$ cat config.mk
export PLATFORM = sky130hd
export DESIGN_NAME = vend_payer
export DESIGN_NICKNAME = d
export VERILOG_FILES = /design/src/rtl/vend_pkg.sv /design/src/rtl/vend_wallet.sv /design/src/rtl/vend_payer.sv
export SDC_FILE = /design/constraint.sdc
export NUM_CORES = 1
export LEC_CHECK = 0
export CORE_MARGIN = 8
export CORE_UTILIZATION = 47
export DETAILED_ROUTE_END_ITERATION = 8
export PLACE_DENSITY = 0.81
export SETUP_SLACK_MARGIN = 0.5
export SYNTH_ARGS = -nofsm -noshare
export SYNTH_HDL_FRONTEND = slang
export SYNTH_HIERARCHICAL = 1
export SYNTH_SLANG_ARGS = --single-unit
$ cat constraint.sdc
create_clock -name clk -period 3.25 [get_ports clk]
set_input_delay 0.325 -clock clk [delete_from_list [all_inputs] [get_ports clk]]
set_output_delay 0.325 -clock clk [all_outputs]
set_load 0.02 [all_outputs]
$ cat src/rtl/vend_pkg.sv
// Shared state encoding and coin constants for the vend_payer slice.
package vend_pkg;

  typedef enum logic [2:0] {
    ST_IDLE = 3'd0,
    ST_PAY  = 3'd1,
    ST_WAIT = 3'd2,
    ST_DONE = 3'd3,
    ST_FAIL = 3'd4
  } state_t;

  // Coin values expressed in 5-unit steps.
  localparam int FIVE_UNITS      = 1;
  localparam int TEN_UNITS       = 2;
  localparam int DEF_PRICE_UNITS = 3;

endpackage

$ cat src/rtl/vend_wallet.sv
// Wallet of five/ten coins: two saturating counters with load, single-coin spend and five-coin bank.
module vend_wallet #(
  parameter int CNT_W = 8
) (
  input  logic             clk,
  input  logic             reset,
  input  logic             load,
  input  logic [CNT_W-1:0] load_fives,
  input  logic [CNT_W-1:0] load_tens,
  input  logic             dec_five,
  input  logic             dec_ten,
  input  logic             inc_five,
  output logic [CNT_W-1:0] fives,
  output logic [CNT_W-1:0] tens
);

  always_ff @(posedge clk) begin
    if (reset) begin
      fives <= '0;
      tens  <= '0;
    end else if (load) begin
      fives <= load_fives;
      tens  <= load_tens;
    end else begin
      // A simultaneous spend and bank of a five cancel out.
      if (dec_five && !inc_five && (fives != '0))
        fives <= fives - CNT_W'(1);
      else if (inc_five && !dec_five && (fives != '1))
        fives <= fives + CNT_W'(1);
      if (dec_ten && (tens != '0))
        tens <= tens - CNT_W'(1);
    end
  end

endmodule

$ cat src/rtl/vend_payer.sv
// Customer-side payment controller: drives five_coin/ten_coin pulses until the price is covered.
// Build option EXACT_CHANGE_EN: refuse purchases the wallet cannot pay exactly and never overpay.
module vend_payer
  import vend_pkg::*;
#(
  parameter int PRICE_UNITS = DEF_PRICE_UNITS,
  parameter int CNT_W       = 8,
  parameter int TIMEOUT     = 4
) (
  input  logic             clk,
  input  logic             reset,
  input  logic             load,
  input  logic [CNT_W-1:0] load_fives,
  input  logic [CNT_W-1:0] load_tens,
  input  logic             start,
  input  logic             prefer_ten,
  input  logic             bottle,
  input  logic             change,
  output logic             five_coin,
  output logic             ten_coin,
  output logic             busy,
  output logic             done,
  output logic             fail,
  output logic [CNT_W-1:0] fives_left,
  output logic [CNT_W-1:0] tens_left,
  output logic [CNT_W-1:0] bottles
);

  localparam int PAID_W = $clog2(PRICE_UNITS + 4) + 1;
  localparam int TMR_W  = $clog2(TIMEOUT + 1) + 1;
  localparam logic [PAID_W-1:0] PRICE_P  = PAID_W'(PRICE_UNITS);
  localparam logic [PAID_W-1:0] FIVE_P   = PAID_W'(FIVE_UNITS);
  localparam logic [PAID_W-1:0] TEN_P    = PAID_W'(TEN_UNITS);
  localparam logic [TMR_W-1:0]  TMR_LAST = TMR_W'(TIMEOUT - 1);

  state_t            state, state_nx;
  logic              pref_ten_q, pref_ten_nx;
  logic [PAID_W-1:0] paid, paid_nx, coin_units;
  logic [TMR_W-1:0]  timer, timer_nx;
  logic              five_nx, ten_nx;
  logic [CNT_W-1:0]  bottles_nx;
  logic              w_load, w_dec_five, w_dec_ten, w_inc_five;
  logic [CNT_W-1:0]  fives_w, tens_w;
  logic              start_ok, rem_ge2, ten_ok_late;

  vend_wallet #(.CNT_W(CNT_W)) u_wallet (
    .clk        (clk),
    .reset      (reset),
    .load       (w_load),
    .load_fives (load_fives),
    .load_tens  (load_tens),
    .dec_five   (w_dec_five),
    .dec_ten    (w_dec_ten),
    .inc_five   (w_inc_five),
    .fives      (fives_w),
    .tens       (tens_w)
  );

  assign fives_left = fives_w;
  assign tens_left  = tens_w;

  // At least a ten's worth still owed.
  assign rem_ge2 = (paid + TEN_P) <= PRICE_P;

`ifdef EXACT_CHANGE_EN
  localparam int EW = CNT_W + PAID_W + 2;
  localparam logic [EW-1:0] HALF_E  = EW'(PRICE_UNITS / 2);
  localparam logic [EW-1:0] PRICE_E = EW'(PRICE_UNITS);
  logic [EW-1:0] tens_use, fives_need;

  // Using as many tens as fit minimises the fives needed for an exact total.
  always_comb begin
    tens_use   = (EW'(tens_w) >= HALF_E) ? HALF_E : EW'(tens_w);
    fives_need = PRICE_E - (tens_use << 1);
    start_ok   = EW'(fives_w) >= fives_need;
  end
  assign ten_ok_late = rem_ge2;
`else
  assign start_ok    = (fives_w != '0) || (tens_w != '0);
  assign ten_ok_late = 1'b1;
`endif

  always_comb begin
    state_nx    = state;
    pref_ten_nx = pref_ten_q;
    paid_nx     = paid;
    timer_nx    = timer;
    five_nx     = 1'b0;
    ten_nx      = 1'b0;
    bottles_nx  = bottles;
    coin_units  = '0;
    w_load      = 1'b0;
    w_dec_five  = 1'b0;
    w_dec_ten   = 1'b0;
    w_inc_five  = 1'b0;
    case (state)
      ST_IDLE: begin
        if (load) begin
          w_load = 1'b1;
        end else if (start) begin
          if (start_ok) begin
            pref_ten_nx = prefer_ten;
            paid_nx     = '0;
            state_nx    = ST_PAY;
          end else begin
            state_nx = ST_FAIL;
          end
        end
      end
      ST_PAY: begin
        if (bottle) begin
          state_nx = ST_FAIL;
        end else begin
          if (pref_ten_q && (tens_w != '0) && rem_ge2) begin
            ten_nx     = 1'b1;
            coin_units = TEN_P;
          end else if (fives_w != '0) begin
            five_nx    = 1'b1;
            coin_units = FIVE_P;
          end else if ((tens_w != '0) && ten_ok_late) begin
            ten_nx     = 1'b1;
            coin_units = TEN_P;
          end else begin
            state_nx = ST_FAIL;
          end
          w_dec_five = five_nx;
          w_dec_ten  = ten_nx;
          paid_nx    = paid + coin_units;
          if ((five_nx || ten_nx) && (paid_nx >= PRICE_P)) begin
            state_nx = ST_WAIT;
            timer_nx = '0;
          end
        end
      end
      ST_WAIT: begin
        timer_nx   = timer + TMR_W'(1);
        w_inc_five = change;
        if (bottle) begin
          if (bottles != '1)
            bottles_nx = bottles + CNT_W'(1);
          state_nx = ST_DONE;
        end else if (timer >= TMR_LAST) begin
          state_nx = ST_FAIL;
        end
      end
      ST_DONE, ST_FAIL: begin
        state_nx = ST_IDLE;
      end
      default: begin
        state_nx = ST_IDLE;
      end
    endcase
  end

  always_ff @(posedge clk) begin
    if (reset) begin
      state      <= ST_IDLE;
      pref_ten_q <= 1'b0;
      paid       <= '0;
      timer      <= '0;
      five_coin  <= 1'b0;
      ten_coin   <= 1'b0;
      busy       <= 1'b0;
      done       <= 1'b0;
      fail       <= 1'b0;
      bottles    <= '0;
    end else begin
      state      <= state_nx;
      pref_ten_q <= pref_ten_nx;
      paid       <= paid_nx;
      timer      <= timer_nx;
      five_coin  <= five_nx;
      ten_coin   <= ten_nx;
      busy       <= (state_nx == ST_PAY) || (state_nx == ST_WAIT);
      done       <= (state_nx == ST_DONE);
      fail       <= (state_nx == ST_FAIL);
      bottles    <= bottles_nx;
    end
  end

endmodule

### After elaboration in Yosys (flattened, before gate mapping)

Cells that the tools add are included.

| word-level totals | value |
|---|---|
| flip-flop bits (word level) | 41 |
| input port bits | 23 |
| output and inout bits | 29 |
| word-level logic and storage cells | 105 |

| cells by class | value |
|---|---|
| add/subtract/negate cells | 7 |
| order comparisons | 3 |
| equal/unequal tests | 13 |
| multiplexer cells | 45 |
| bitwise logic cells | 1 |
| reduce and logical (&&, ||, !) cells | 24 |

Operators with widths:

| operator | number |
|---|---|
| $mux 8 | 5 |
| $mux 4 | 8 |
| $mux 3 | 10 |
| $add 8x1->8 const B | 2 |
| $mux 1 | 16 |
| $ne 8x8->1 const B | 2 |
| $pmux 4 s2 | 2 |
| $reduce_bool 8->1 | 2 |
| $sub 8x1->8 const B | 2 |
| $ne 2x2->1 const B | 5 |
| $eq 3x2->1 const B | 3 |
| $pmux 3 s3 | 1 |
| $ge 4x2->1 const B | 2 |
| $logic_and 1x1->1 | 8 |
| $eq 3x1->1 const B | 2 |
| $mux 2 | 3 |
| $reduce_and 3->1 | 2 |
| $reduce_bool 2->1 | 3 |
| $reduce_and 5->1 | 1 |
| $add 4x1->4 const B | 1 |
| $add 4x2->4 const B | 1 |
| $add 4x4->4 | 1 |
| $le 4x2->1 const B | 1 |
| $reduce_and 4->1 | 1 |
| 6 further kinds | 9 |

### Depth between registers and ports, before layout

| depth | value |
|---|---|
| depth in word-level cells | 14 |
| mapped depth | 14 |
| depth with buffers taken out | 14 |

### Modules after synthesis

The synthesis kept the hierarchy.

Modules (own cells, without submodules):

| module | instances | cells an instance | area each (µm²) | seq. area each (µm²) |
|---|---|---|---|---|
| vend_payer | 1 | 149 | 1361.3 | 500.5 |
| vend_wallet | 1 | 148 | 1209.9 | 320.3 |

### Least setup slack after synthesis

No wires, ideal clock.

| timing | value |
|---|---|
| path type | register to register |
| start point | register state[0] |
| end point | register u_wallet.fives[7] |
| setup time | 0.074 ns |
| data arrival time | 2.945 ns |
| data required time | 3.176 ns |
| setup slack | 0.231 ns |
| cell stages (with the launch flop) | 15 |
| path buffers | 2 |
| period minus slack after synthesis | 3.019 ns |
| cell sequence | dfxtp_1 or3b_1 buf_2 or2_0 buf_6 nor2_1 inv_1 a211o_2 inv_2 ha_1 a211oi_1 a2bb2oi_1 nand3_1 a21o_2 a31oi_1 |

| on the way | value |
|---|---|
| cells in the longest elaborated chain, start to end | 7 |
| elaborated cells between the ends (all ways) | 15 |
| those cells by class | 2 x eq/ne; 5 x mux; 8 x reduce/logical |

Ends and longest elaborated chain:

| what | line | RTL |
|---|---|---|
| start: declaration | vend_payer.sv:36 | `state_t state, state_nx;` |
| start signal: assignment | vend_payer.sv:168 | `state <= state_nx;` |
| $eq 3x2->1 | vend_payer.sv:96 | `case (state)` |
| $mux 1 | vend_payer.sv:96 |  |
| $logic_not 1->1 | vend_wallet.sv:26 | `if (dec_five && !inc_five && (fives != '0))` |
| $logic_and 1x1->1 (2 in a row) | vend_wallet.sv:26 |  |
| $mux 8 | vend_wallet.sv:26 |  |
| $mux 8 | vend_wallet.sv:21 | `end else if (load) begin` |
| end signal: assignment | vend_wallet.sv:22 | `fives <= load_fives;` |
| end signal: assignment | vend_wallet.sv:27 | `fives <= fives - CNT_W'(1);` |
| end signal: assignment | vend_wallet.sv:29 | `fives <= fives + CNT_W'(1);` |
| end: declaration | vend_wallet.sv:13 | `output logic [CNT_W-1:0] fives,` |

Parallel ways exist; a longest one is shown, timed or not.
A chain may end at the register's enable or synchronous reset.

### Worst setup path in the final report

| timing | value |
|---|---|
| start point | register u_wallet.tens[1] |
| end point | register u_wallet.fives[6] |

| on the way | value |
|---|---|
| cells in the longest elaborated chain, start to end | 12 |
| elaborated cells between the ends (all ways) | 16 |
| those cells by class | 7 x mux; 9 x reduce/logical |

Ends and longest elaborated chain:

| what | line | RTL |
|---|---|---|
| start: declaration | vend_wallet.sv:14 | `output logic [CNT_W-1:0] tens` |
| start signal: assignment | vend_wallet.sv:23 | `tens <= load_tens;` |
| start signal: assignment | vend_wallet.sv:31 | `tens <= tens - CNT_W'(1);` |
| $reduce_bool 8->1 (*) | vend_payer.sv:114 | `if (pref_ten_q && (tens_w != '0) && rem_ge2) begin` |
| $logic_and 1x1->1 (*) (2 in a row) | vend_payer.sv:114 |  |
| $mux 1 (*) | vend_payer.sv:114 |  |
| $mux 1 (*) | vend_payer.sv:111 | `if (bottle) begin` |
| $mux 1 (*) | vend_payer.sv:96 |  |
| $mux 1 (*) | vend_payer.sv:111 |  |
| $mux 1 (*) | n/a |  |
| $logic_and 1x1->1 or $logic_not 1->1 (tied branches) | vend_wallet.sv:26, vend_wallet.sv:28 |  |
| $logic_and 1x1->1, on equally long branches | vend_wallet.sv:26, vend_wallet.sv:28 |  |
| $mux 8 or $logic_and 1x1->1 (tied branches) | vend_wallet.sv:26, vend_wallet.sv:28 |  |
| $mux 8 or $reduce_bool 3->1 (tied branches) | n/a |  |

Every way passes the cells marked *; elsewhere a longest branch is shown, timed or not. The select of a mux whose other input is x is not followed.

==> out/summary.txt <==
final number of max-transition violations -> 0
number of synthesized register bits -> 41
Layout Area Growth over Synthesis -> 44.8%
reported leakage power -> 1.40 nW
overall die area -> 8090 um2
post-route total power -> 1.63 mW
setup repair after global routing missed its margin -> yes
peak supply drop -> 237 uV
CP required -> 3400 ps
CP startpoint kind -> flop
wire length of the first global-routing pass -> 12.7 mm
flop-to-flop setup slack -> 450 ps
tightest slew margin relative to the limit -> 60.1%
R2R cell count -> 13
Core Util, Final -> 68.9%
CP Capture Point -> u_wallet/fives[6]
residual DRC count -> 0
number of antenna cells inserted -> 0
total clock sinks -> 41
cell area after synthesis -> 2570 um2
clock tree from TritonCTS -> built
final worst-path cycle share -> 86.2%
cell total after placement -> 418
clock skew -> 10.7 ps
Clock Tree Buf Depth -> 2
worst slack after detailed placement -> 303 ps
final sum of negative setup slack -> 0 ps
number of clock buffers inserted by TritonCTS -> 5
top post-synthesis cells by area -> sky130_fd_sc_hd__dfxtp_1 (32%), sky130_fd_sc_hd__ha_1 (6.3%), sky130_fd_sc_hd__nor2_1 (4.4%)
CTS clk-pin slew, worst paths -> 90 ps
proportion of layout cells with a drive suffix above 1 -> 25.4%
root buffer selected by CTS -> sky130_fd_sc_hd__clkbuf_8
leading cell types by count after synthesis -> sky130_fd_sc_hd__dfxtp_1 (41), sky130_fd_sc_hd__nor2_1 (30), sky130_fd_sc_hd__nand2_1 (18)
endpoint of the lowest-slack register-to-register path -> u_wallet/fives[6]
vertical die dimension -> 90.0 um
number of input and output port buffers inserted -> 51
top_reg_cell synth -> sky130_fd_sc_hd__dfxtp_1
CORE AREA -> 5410 um2
via count of the first global-routing pass -> 2614
Cell Rows -> 27
cell with the most instances after synthesis -> sky130_fd_sc_hd__dfxtp_1
initial cell density of the core -> 47.6%
routing usage on met1 -> 20.7%
Mean Syn Cell Area -> 8.66 um2
library cell with the largest summed area after synthesis -> sky130_fd_sc_hd__dfxtp_1
HP Class -> reg2reg
areal power density over the cells -> 439 nW/um2
Synth warnings -> 6
antenna violations before repair -> 0
total number of vias -> 2577
routing usage on met2 -> 33.5%
EDFF count, synth -> 0
Hold Fails Final Rpt -> 0
remaining global-route overflow -> 0
post-detailed-route via-to-cell ratio -> 5.78
register area share after synthesis -> 31.9%
final RePlAce weighted congestion -> 0.841
Post-Route Hold Slack -> 485 ps
start-to-end type of the worst setup path -> reg2reg
run status -> completed
endpoint class of the critical path -> flop
Yosys top cell area share -> 31.9%
share of async-settable or async-resettable flops after synthesis -> 0%
pin count of the biggest net entering global routing -> 19
number of instances in the synthesized netlist -> 297
number of placed I/O pins -> 52
Final Instance Area -> 3720 um2
Cell Area, Placed -> 3270 um2
Worst R2R Start -> u_wallet/tens[1]
detailed-placement wirelength estimate -> 5.31 mm
Max H-tree Level -> 2
mean routed wirelength per cell -> 17.4 um
die width -> 90.0 um
DRT Pass-1 Iters -> 4
Final Setup Violations -> 0
number of max-capacitance violations reported -> 0
number of fill cells in the layout -> 401
top fanout value on the critical path -> 6
post-route insts no fill -> 446
start point of the critical path -> u_wallet/tens[1]
achievable clock frequency -> 357 MHz
nets@finish -> 411
net count after synthesis -> 335
most heavily used metal layer in global routing -> met2
data arrival time of the critical path -> 2950 ps
Distinct cells, synth -> 58
global-route total usage across every layer -> 18.4%
Clock Latency Late Sink -> 300 ps
minimum setup slack in the final design -> 448 ps
Tmin final -> 2800 ps
First DRT Iteration DRCs -> 170
transition time of the tightest slew-check pin -> 594 ps
post-route ant nets -> 0
total wire length -> 7.76 mm
met3 Resource Use GR -> 2.91%
state kept, by name (all words and copies together), names as in the netlist:
register,count
timer,4
u_wallet/fives,8
done,1
u_wallet/tens,8
ten_coin,1
bottles,8
state,3
pref_ten_q,1
busy,1
paid,4
fail,1
five_coin,1
layout by cell type (no fill, tap or decap), types with 7 or more instances in the layout:
master and n:
sky130_fd_sc_hd__o21ai_0 10, sky130_fd_sc_hd__buf_4 29, sky130_fd_sc_hd__inv_1 10, sky130_fd_sc_hd__nor2b_1 7
sky130_fd_sc_hd__xor2_1 11, sky130_fd_sc_hd__nor3_1 10, sky130_fd_sc_hd__a21oi_1 11, sky130_fd_sc_hd__nand2_1 18
sky130_fd_sc_hd__dfxtp_1 24, sky130_fd_sc_hd__mux2i_1 7, sky130_fd_sc_hd__nor2_1 29, sky130_fd_sc_hd__dfxtp_2 10
sky130_fd_sc_hd__dfxtp_4 7, sky130_fd_sc_hd__clkdlybuf4s50_1 51
power breakdown:
part / internal (mW) / leakage [nW] / total, mW / switching, mW
Combinational: 0.303 / 1.00 / 0.610 / 0.307
Clock: 0.230 / 0.0543 / 0.423 / 0.193
Sequential: 0.540 / 0.343 / 0.601 / 0.0616
critical path, stage by stage, from the launching register on:
cell and delay, ps:
sky130_fd_sc_hd__dfxtp_4 370, sky130_fd_sc_hd__nor4_4 300, sky130_fd_sc_hd__nand2_1 130, sky130_fd_sc_hd__a21o_1 220, sky130_fd_sc_hd__nor2_1 100, sky130_fd_sc_hd__inv_1 70, sky130_fd_sc_hd__a211o_4 300, sky130_fd_sc_hd__inv_8 100
sky130_fd_sc_hd__ha_4 210, sky130_fd_sc_hd__nor2b_2 170, sky130_fd_sc_hd__o31a_1 270, sky130_fd_sc_hd__nor2_2 110, sky130_fd_sc_hd__mux2i_1 200, sky130_fd_sc_hd__a311oi_1 100
layout make-up:
cell class | instances | area [um2] | area share (%)
Sequential cell | 41 | 860 | 23.1
Timing Repair Buffer | 81 | 748 | 20.1
Clock buffer | 5 | 68.8 | 1.85
Inverter | 11 | 48.8 | 1.31
Tap cell | 72 | 90.1 | 2.42
Multi-Input combinational cell | 233 | 1860 | 50.0
Clock inverter | 3 | 46.3 | 1.24
per-layer routing:
layer / wire length (um) / share of wire [%]
met1: 3290 / 42
met2: 4070 / 52
met3: 263 / 3.4
met4: 133 / 1.7
met5: 0 / 0
worst min path at each step:
stage | from | to | slack (ps) | depth (start not counted)
finish | timer[1] | timer[1] | 480 | 2
global route | timer[1] | timer[1] | 510 | 2
CTS | timer[1] | timer[1] | 490 | 2
detailed placement | timer[1] | timer[1] | 470 | 2
global placement | timer[1] | timer[1] | 470 | 2
floorplan | reset | u_wallet/fives[3] | 400 | 1
repair_timing:
action,CTS,global route
buffers inserted,10,10
resized for setup,27,21
hold endpoints to repair,0,0
endpoints found under the setup margin,12,15
hold buffers,0,0
pin swaps,4,18
cells by family (layout without fill, tap and decap cells):
kind of cell / after synthesis / count (layout) / synth area share [%]
AO/OA/AOI/OAI: 74 / 74 / 21.3
XOR/XNOR: 17 / 17 / 5.79
adder cells (fa/ha/maj): 15 / 15 / 7.88
buffers and inverters: 23 / 100 / 4.43
flip-flops: 41 / 41 / 31.9
multiplexers: 8 / 8 / 3.16
AND/OR/NAND/NOR: 119 / 119 / 25.5
No activity file was read; power rests on OpenSTA's default activity.
